### src/rtl/alu_4bit.sv
// Registered 4-bit ALU built on a ripple chain of four full adders.
// Result and flags are captured one clock after the inputs are presented.

module full_adder (
  input  logic a,
  input  logic b,
  input  logic ci,
  output logic s,
  output logic co
);
  assign s  = a ^ b ^ ci;
  assign co = (a & b) | (ci & (a ^ b));
endmodule

module alu_4bit (
  input  logic       clk,
  input  logic       rst,
  input  logic [3:0] a,
  input  logic [3:0] b,
  input  logic [3:0] opcode,
  input  logic       cin,
  output logic [3:0] s,
  output logic       cout,
  output logic       of
);

  localparam logic [3:0] OP_NAND = 4'b0000;
  localparam logic [3:0] OP_NOR  = 4'b0001;
  localparam logic [3:0] OP_XOR  = 4'b0010;
  localparam logic [3:0] OP_NOT  = 4'b0100;
  localparam logic [3:0] OP_SRL  = 4'b0101;
  localparam logic [3:0] OP_ADD  = 4'b1000;
  localparam logic [3:0] OP_ADDC = 4'b1001;
  localparam logic [3:0] OP_SUB  = 4'b1010;
  localparam logic [3:0] OP_AVG  = 4'b1111;

  logic [3:0] chain_b;
  logic [3:0] chain_s;
  logic [4:0] carry;

  logic [3:0] s_d, s_q;
  logic       cout_d, cout_q;
  logic       of_d, of_q;

  // SUB reuses the adder as a + ~b + 1; AVG and ADD run the chain with carry-in 0.
  always_comb begin
    chain_b  = b;
    carry[0] = 1'b0;
    case (opcode)
      OP_ADDC: carry[0] = cin;
      OP_SUB: begin
        chain_b  = ~b;
        carry[0] = 1'b1;
      end
      default: ;
    endcase
  end

  for (genvar i = 0; i < 4; i++) begin : g_rca
    full_adder u_fa (
      .a  (a[i]),
      .b  (chain_b[i]),
      .ci (carry[i]),
      .s  (chain_s[i]),
      .co (carry[i+1])
    );
  end

  always_comb begin
    s_d    = '0;
    cout_d = 1'b0;
    of_d   = 1'b0;
    case (opcode)
      OP_ADD, OP_ADDC, OP_SUB: begin
        s_d    = chain_s;
        cout_d = carry[4];
        of_d   = carry[3] ^ carry[4];
      end
      OP_NAND: s_d = ~(a & b);
      OP_NOR:  s_d = ~(a | b);
      OP_XOR:  s_d = a ^ b;
      OP_NOT:  s_d = ~a;
      OP_SRL: begin
        s_d    = {1'b0, a[3:1]};
        cout_d = a[0];
      end
      // Halving keeps the 5th sum bit as the new MSB.
      OP_AVG:  s_d = {carry[4], chain_s[3:1]};
      default: ;
    endcase
  end

  always_ff @(posedge clk or posedge rst) begin
    if (rst) begin
      s_q    <= '0;
      cout_q <= 1'b0;
      of_q   <= 1'b0;
    end else begin
      s_q    <= s_d;
      cout_q <= cout_d;
      of_q   <= of_d;
    end
  end

  assign s    = s_q;
  assign cout = cout_q;
  assign of   = of_q;

endmodule

### config.mk
export PLATFORM = sky130hd
export DESIGN_NAME = alu_4bit
export DESIGN_NICKNAME = d
export VERILOG_FILES = /design/src/rtl/alu_4bit.sv
export SDC_FILE = /design/constraint.sdc
export NUM_CORES = 1
export LEC_CHECK = 0
export BUFFER_PORTS_ARGS = -buffer_cell sky130_fd_sc_hd__buf_2
export CAP_MARGIN = 20
export CORE_MARGIN = 10
export CORE_UTILIZATION = 30
export CTS_CLUSTER_DIAMETER = 60
export CTS_CLUSTER_SIZE = 28
export DETAILED_ROUTE_END_ITERATION = 16
export PLACE_DENSITY = 0.5
export SLEW_MARGIN = 5
export SYNTH_ARGS = -nofsm -noshare
export SYNTH_HDL_FRONTEND = slang
export SYNTH_HIERARCHICAL = 1
export SYNTH_SLANG_ARGS = --single-unit
### constraint.sdc
create_clock -name clk -period 0.8 [get_ports clk]
set_clock_uncertainty 0.15 [all_clocks]
set_input_delay 0.12 -clock clk [delete_from_list [all_inputs] [get_ports clk]]
set_output_delay 0.12 -clock clk [all_outputs]
set_load 0.1 [all_outputs]
---- Word level (Yosys, flattened, before mapping) ----
Cells that the tools add are included.
storage, ports and cells
  word-level logic and storage cells ...... 46
  bits in registers ....................... 6
  input bits .............................. 15
cells by class
  bitwise gates (word level) .............. 28
  mux-type cells .......................... 5
  reduce and logical (&&, ||, !) cells .... 2
  equality and inequality tests ........... 8
operator list
  operator              number
  $pmux W4 S7           1
  $eq A4 B4 Y1 const B  4
  $not A4 Y4            4
  $xor A1 B1 Y1         9
  $and A1 B1 Y1         8
  $eq A4 B3 Y1 const B  2
  $and A4 B4 Y4         1
  $eq A4 B1 Y1 const B  1
  $eq A4 B2 Y1 const B  1
  $logic_not A4 Y1      1
  $mux W4               1
  $or A1 B1 Y1          4
  $or A4 B4 Y4          1
  $pmux W1 S2           2
  $xor A4 B4 Y4         1
  $reduce_or A3 Y1      1
  $mux W1               1

---- Depth between registers and ports, before layout ----
  depth in word-level cells ............... 13
  depth in mapped cells ................... 12
  gate-level depth less buffers ........... 10

---- By module ----
Netlist, hierarchy kept.
by module, submodules not included
  module      instances  cells each  area each (um2)  sequential area each (um2)
  alu_4bit    1          91          778.2            150.1
  full_adder  4          1           20.0             0.0

---- Worst setup path after synthesis ----
No wires, ideal clock.
  path type ............................... in2reg
  start point ............................. input port opcode[3]
  end point ............................... register s_q[3], in the netlist s[3]
  data arrival time ....................... 2.903 ns
  path buffers ............................ 2
  setup time .............................. 0.124 ns
  stages .................................. 12
  setup slack ............................. -2.377 ns
  cells stage by stage .................... buf_6 > and2b_4 > and2_1 > buf_4 > xnor2_1 > fa_1 > fa_1 > fa_1 > fa_1 > a21oi_1 > nor2_1 > a211o_1
RTL lines
  item                    line  text
  start: declaration      20    input logic [3:0] opcode,
  $eq A4 B4 Y1 *          49    case (opcode)
  $mux W4 *               49
  via chain_b[0]          37    logic [3:0] chain_b;
  $xor A1 B1 Y1           12    assign co = (a & b) | (ci & (a ^ b));
  $and A1 B1 Y1           12
  $or A1 B1 Y1 *          12
  via carry[1]            39    logic [4:0] carry;
  $and A1 B1 Y1 *         12
  $or A1 B1 Y1 *          12
  via carry[2]            39
  $and A1 B1 Y1 *         12
  $or A1 B1 Y1 *          12
  via carry[3]            39
  $xor A1 B1 Y1 *         11    assign s = a ^ b ^ ci;
  via chain_s[3]          38    logic [3:0] chain_s;
  $pmux W4 S7 *           73    case (opcode)
  via s_d[3]              41    logic [3:0] s_d, s_q;
  end signal: assignment  95    s_q <= '0;
  end signal: assignment  99    s_q <= s_d;
  end: declaration        41
Mark *: on every way through the listed nets, which the timed path passes. The rest lies on a longest branch.

---- Worst setup path after layout ----
  start point ............................. input port opcode[2]
  end point ............................... register s_q[3], in the netlist s[3]
The elaborated chain is that of the path after synthesis.

==> impl.org <==
** Clock network
- In this run, CTS created clock tree buffers numbering 3.
- The longest clock path from root to sink contains 2 buffers.
- The clock net in this run drives a total of 6 sinks.
- TritonCTS built the clock tree.
- CTS built an H-tree with a depth of 1.
- Clk Tree Root Cell :: sky130_fd_sc_hd__clkbuf_4
- After clock tree synthesis, the clock-pin slew on the worst setup and hold paths is ~0.040 ns.

** Detailed routing
- Violation count after the first detailed-route iteration :: 23
- The first detailed-routing pass took 3 iterations.
- After detailed routing, the number of vias per cell comes to 4.92.
- Drc violations :: 0
- The routed layout has 842 vias.
- Overall routed net length :: roughly 2300 um
- Once detail routing completed, the nets flagged for antenna violations numbered 0.
- Routed wire length per instance :: 13.5 um

** Timing
- Setup violations remaining at the end of the flow were counted as 12.
- After layout, the minimum clock period comes to ~2.7 ns.
- Setup repair after global routing could not meet its margin everywhere.
- For the pin with the worst max-slew slack, the measured transition is 0.305 ns.
- Derived from the worst setup path, the maximum achievable clock frequency is 371 MHz.
- Max Slew Vio Count :: 0
- Total count of hold-check failures in the final report :: 0
- Final worst path period share :: 337%
- Max_slew headroom :: 79.5%
- Worst setup margin :: -1.90 ns

** Synthesis
- The most common cell in the synthesized netlist is sky130_fd_sc_hd__inv_1.
- Post-synthesis instance area :: 858 um^2
- In the post-synthesis netlist, the biggest area contributors are sky130_fd_sc_hd__dfrtp_1 17%, sky130_fd_sc_hd__ha_1 12%, sky130_fd_sc_hd__fa_1 9.3%.
- Proportion of netlist area held by the largest area contributor :: 17.5%
- Post-synth top flop :: sky130_fd_sc_hd__dfrtp_1
- Yosys mapped the design onto 36 distinct sky130hd cell types.
- In the synthesized netlist, the number of instances is 95.
- For this run, the register share of the synthesized area comes to 17.5%.
- Yosys mapped a number of flops with a built-in enable equal to 0.
- Synthesis warning total :: 6
- Synthesis inferred 6 register bits.
- Commonest cells post-synth :: 10 x sky130_fd_sc_hd__inv_1, 8 x sky130_fd_sc_hd__ha_1, 7 x sky130_fd_sc_hd__nand2_1, 6 x sky130_fd_sc_hd__dfrtp_1
- Synthesis produced a netlist with a net count of 122.
- Share of synthesized registers carrying an async set or reset :: 100%
- In this run the mean area of a mapped cell was ~9 um^2.
- Summed over all instances, the cell type with the most area after synthesis is sky130_fd_sc_hd__dfrtp_1.

** Worst setup path
- WP data required :: 0.77 ns
- Along the worst path, the maximum fanout reaches 3.
- STA puts the critical path data arrival time at 2.67 ns.
- Critical setup path kind :: in2reg
- CP Launch Type :: input port
- Crit end category :: flop

** Power and ir drop
- IR analysis of the VDD net gives a maximum drop of between 0.001 and 0.0015 V.
- Ratio of total power to cell area :: 1250 nW/um^2
- P_leak :: 0.639 nW
- Final Total Pwr :: roughly 1.7 mW

** Global routing
- Met1 routing resource usage after global routing :: 11.1%
- After global routing the overflow that remains totals 0.
- Pin count of the biggest net entering global routing :: 21
- The first global-routing pass estimated 4160 um of wire.
- Total global-route track usage :: 9.34%
- The via count of the first global-routing pass came to a little over 900.
- Global routing used between 2 and 2.5% of the available met3 tracks.
- The layer flagged by global routing as most heavily used is met2.
- Met2 routing resource usage after global routing :: ~16%
- The initial antenna violation count was 0.

** Job
- Max-cap violations in this run came to 0.

** Placed design
- Routability-driven placement finished with a final weighted congestion of 0.826.
- In this run the tool buffered the top-level ports with 20 buffer cells.
- The placed instances occupy a cell area of 1260 um^2.
- OpenSTA, run right after detailed placement, puts the worst setup slack at -2.21 ns.
- Post-DP HPWL :: 1880 um
- Once placement completed, the tool counted placed cells totaling 163.

** Floorplan
- In this run the count of I/O pins placed on the die edge is 21.
- Initial core utilization :: 31.1%
- Floorplan core area :: roughly 2800 um^2
- Die outline height :: 73.5 um
- Number of cell rows :: 19
- The die covers 5400 um^2.
- The die is 73.5 um wide.

** Worst hold path
- In this run the worst hold path is classified as in2reg.

** Final layout
- The sequential cells in the finished layout cover a total of 173 um^2.
- After routing the design area is approximately 1400 um^2.
- Antenna fix cells :: 0
- Nets :: 169
- Filler cell count in the final layout :: 291
- Filler-free cell count of the finished design :: between 150 and 200
- Area used by multi-input combinational logic :: roughly 680 um^2
- Of the cells placed in the final design, the portion with a size suffix greater than 1 is 54.3%.
- Synthesis-to-finish area growth :: 63.3%

** Run status
- The checks that failed: setup timing.
- The flow ran to the end, but the final reports show violations.
==> sequential cells by signal, summed over array words and instances, names as in the netlist <==
register,flops
cout,1
of,1
s,4
==> final cells by class <==
class	instances	share of cell area, %
Clock buffer	3	1.61
Sequential cell	6	12.3
Inverter	10	2.68
Timing Repair Buffer	49	31.9
Multi-Input combinational cell	72	48.8
Tap cell	31	2.77
==> stage by stage <==
stage	setup TNS [ns]	hold WS (ns)	util, %
after CTS	-12.01	0.0790	49.2
after global routing	-12.60	0.0819	50.8
final	-12.03	0.0645	50.8
after detailed placement	-12.48	-0.109	45.6
after global placement	-12.22	-0.117	45.6
after floorplan	-11.52	-0.239	-
==> worst max-delay path, cell delays in order <==
cell and delay (ns):
sky130_fd_sc_hd__buf_6 0.09, sky130_fd_sc_hd__and2b_4 0.24, sky130_fd_sc_hd__and2_4 0.15, sky130_fd_sc_hd__xnor2_2 0.07, sky130_fd_sc_hd__fa_2 0.36, sky130_fd_sc_hd__fa_2 0.34, sky130_fd_sc_hd__fa_2 0.37, sky130_fd_sc_hd__fa_2 0.46
sky130_fd_sc_hd__a21oi_1 0.15, sky130_fd_sc_hd__nor2_1 0.06, sky130_fd_sc_hd__a211o_1 0.26
==> cell usage in the layout, fill, tap and decap left out, drive strengths merged, types with 3 or more instances in the layout <==
cell type	instances
fa	4
clkbuf	3
dfrtp	6
ha	8
inv	10
xnor2	5
a22oi	3
nor3	3
nor2	3
nor2b	4
buf	48
a21oi	5
nand2	7
nand3	3
a211o	3
==> cells by family (layout without fill, tap and decap cells) <==
| logic type | Yosys count | count (layout) | share of synthesized area (%) |
|---|---|---|---|
| xor gates and xnor gates | 5 | 5 | 5.10 |
| and+or+nand+nor | 32 | 32 | 21.7 |
| muxes | 1 | 1 | 1.75 |
| buffers and inverters | 17 | 62 | 11.8 |
| AOI/OAI and AO/OA | 22 | 22 | 21.1 |
| DFF | 6 | 6 | 17.5 |
| adders and majority gates | 12 | 12 | 21.0 |
==> metal layers <==
metal  share of wire [%]  routed length (um)  vias up
li1                    -                   -      422
met1                  44                1010      396
met2                  49                1130       18
met3                 5.5                 127        6
met4                 1.6                  38        0
met5                   0                   0        -
==> worst paths after layout <==
| kind | depth (start not counted) | slack (ns) | to | start |
|---|---|---|---|---|
| worst max-delay path | 11 | -1.90 | s[3] | opcode[2] |
| worst min-delay path | 3 | 0.06 | cout | opcode[1] |
| min in group asynchronous | 3 | 0.18 | cout | rst |
| max in group asynchronous | 3 | 0.11 | s[2] | rst |
==> report_power, final <==
group          switching, mW  internal, mW  total, mW
Combinational          0.579         0.509       1.09
Sequential            0.0270         0.360      0.387
Clock                  0.104         0.169      0.273
Total                  0.710          1.04       1.75
==> timing repair <==
item / in CTS / in global routing
endpoints found under the setup margin: 12 / 12
pin swaps: 3 / 2
cloned: 0 / 0
endpoints found under the hold margin: 6 / 0
hold buffers: 1 / 0
gates resized for setup: 12 / 5
buffers inserted: 3 / 1
(Power assumes the default switching activity.)
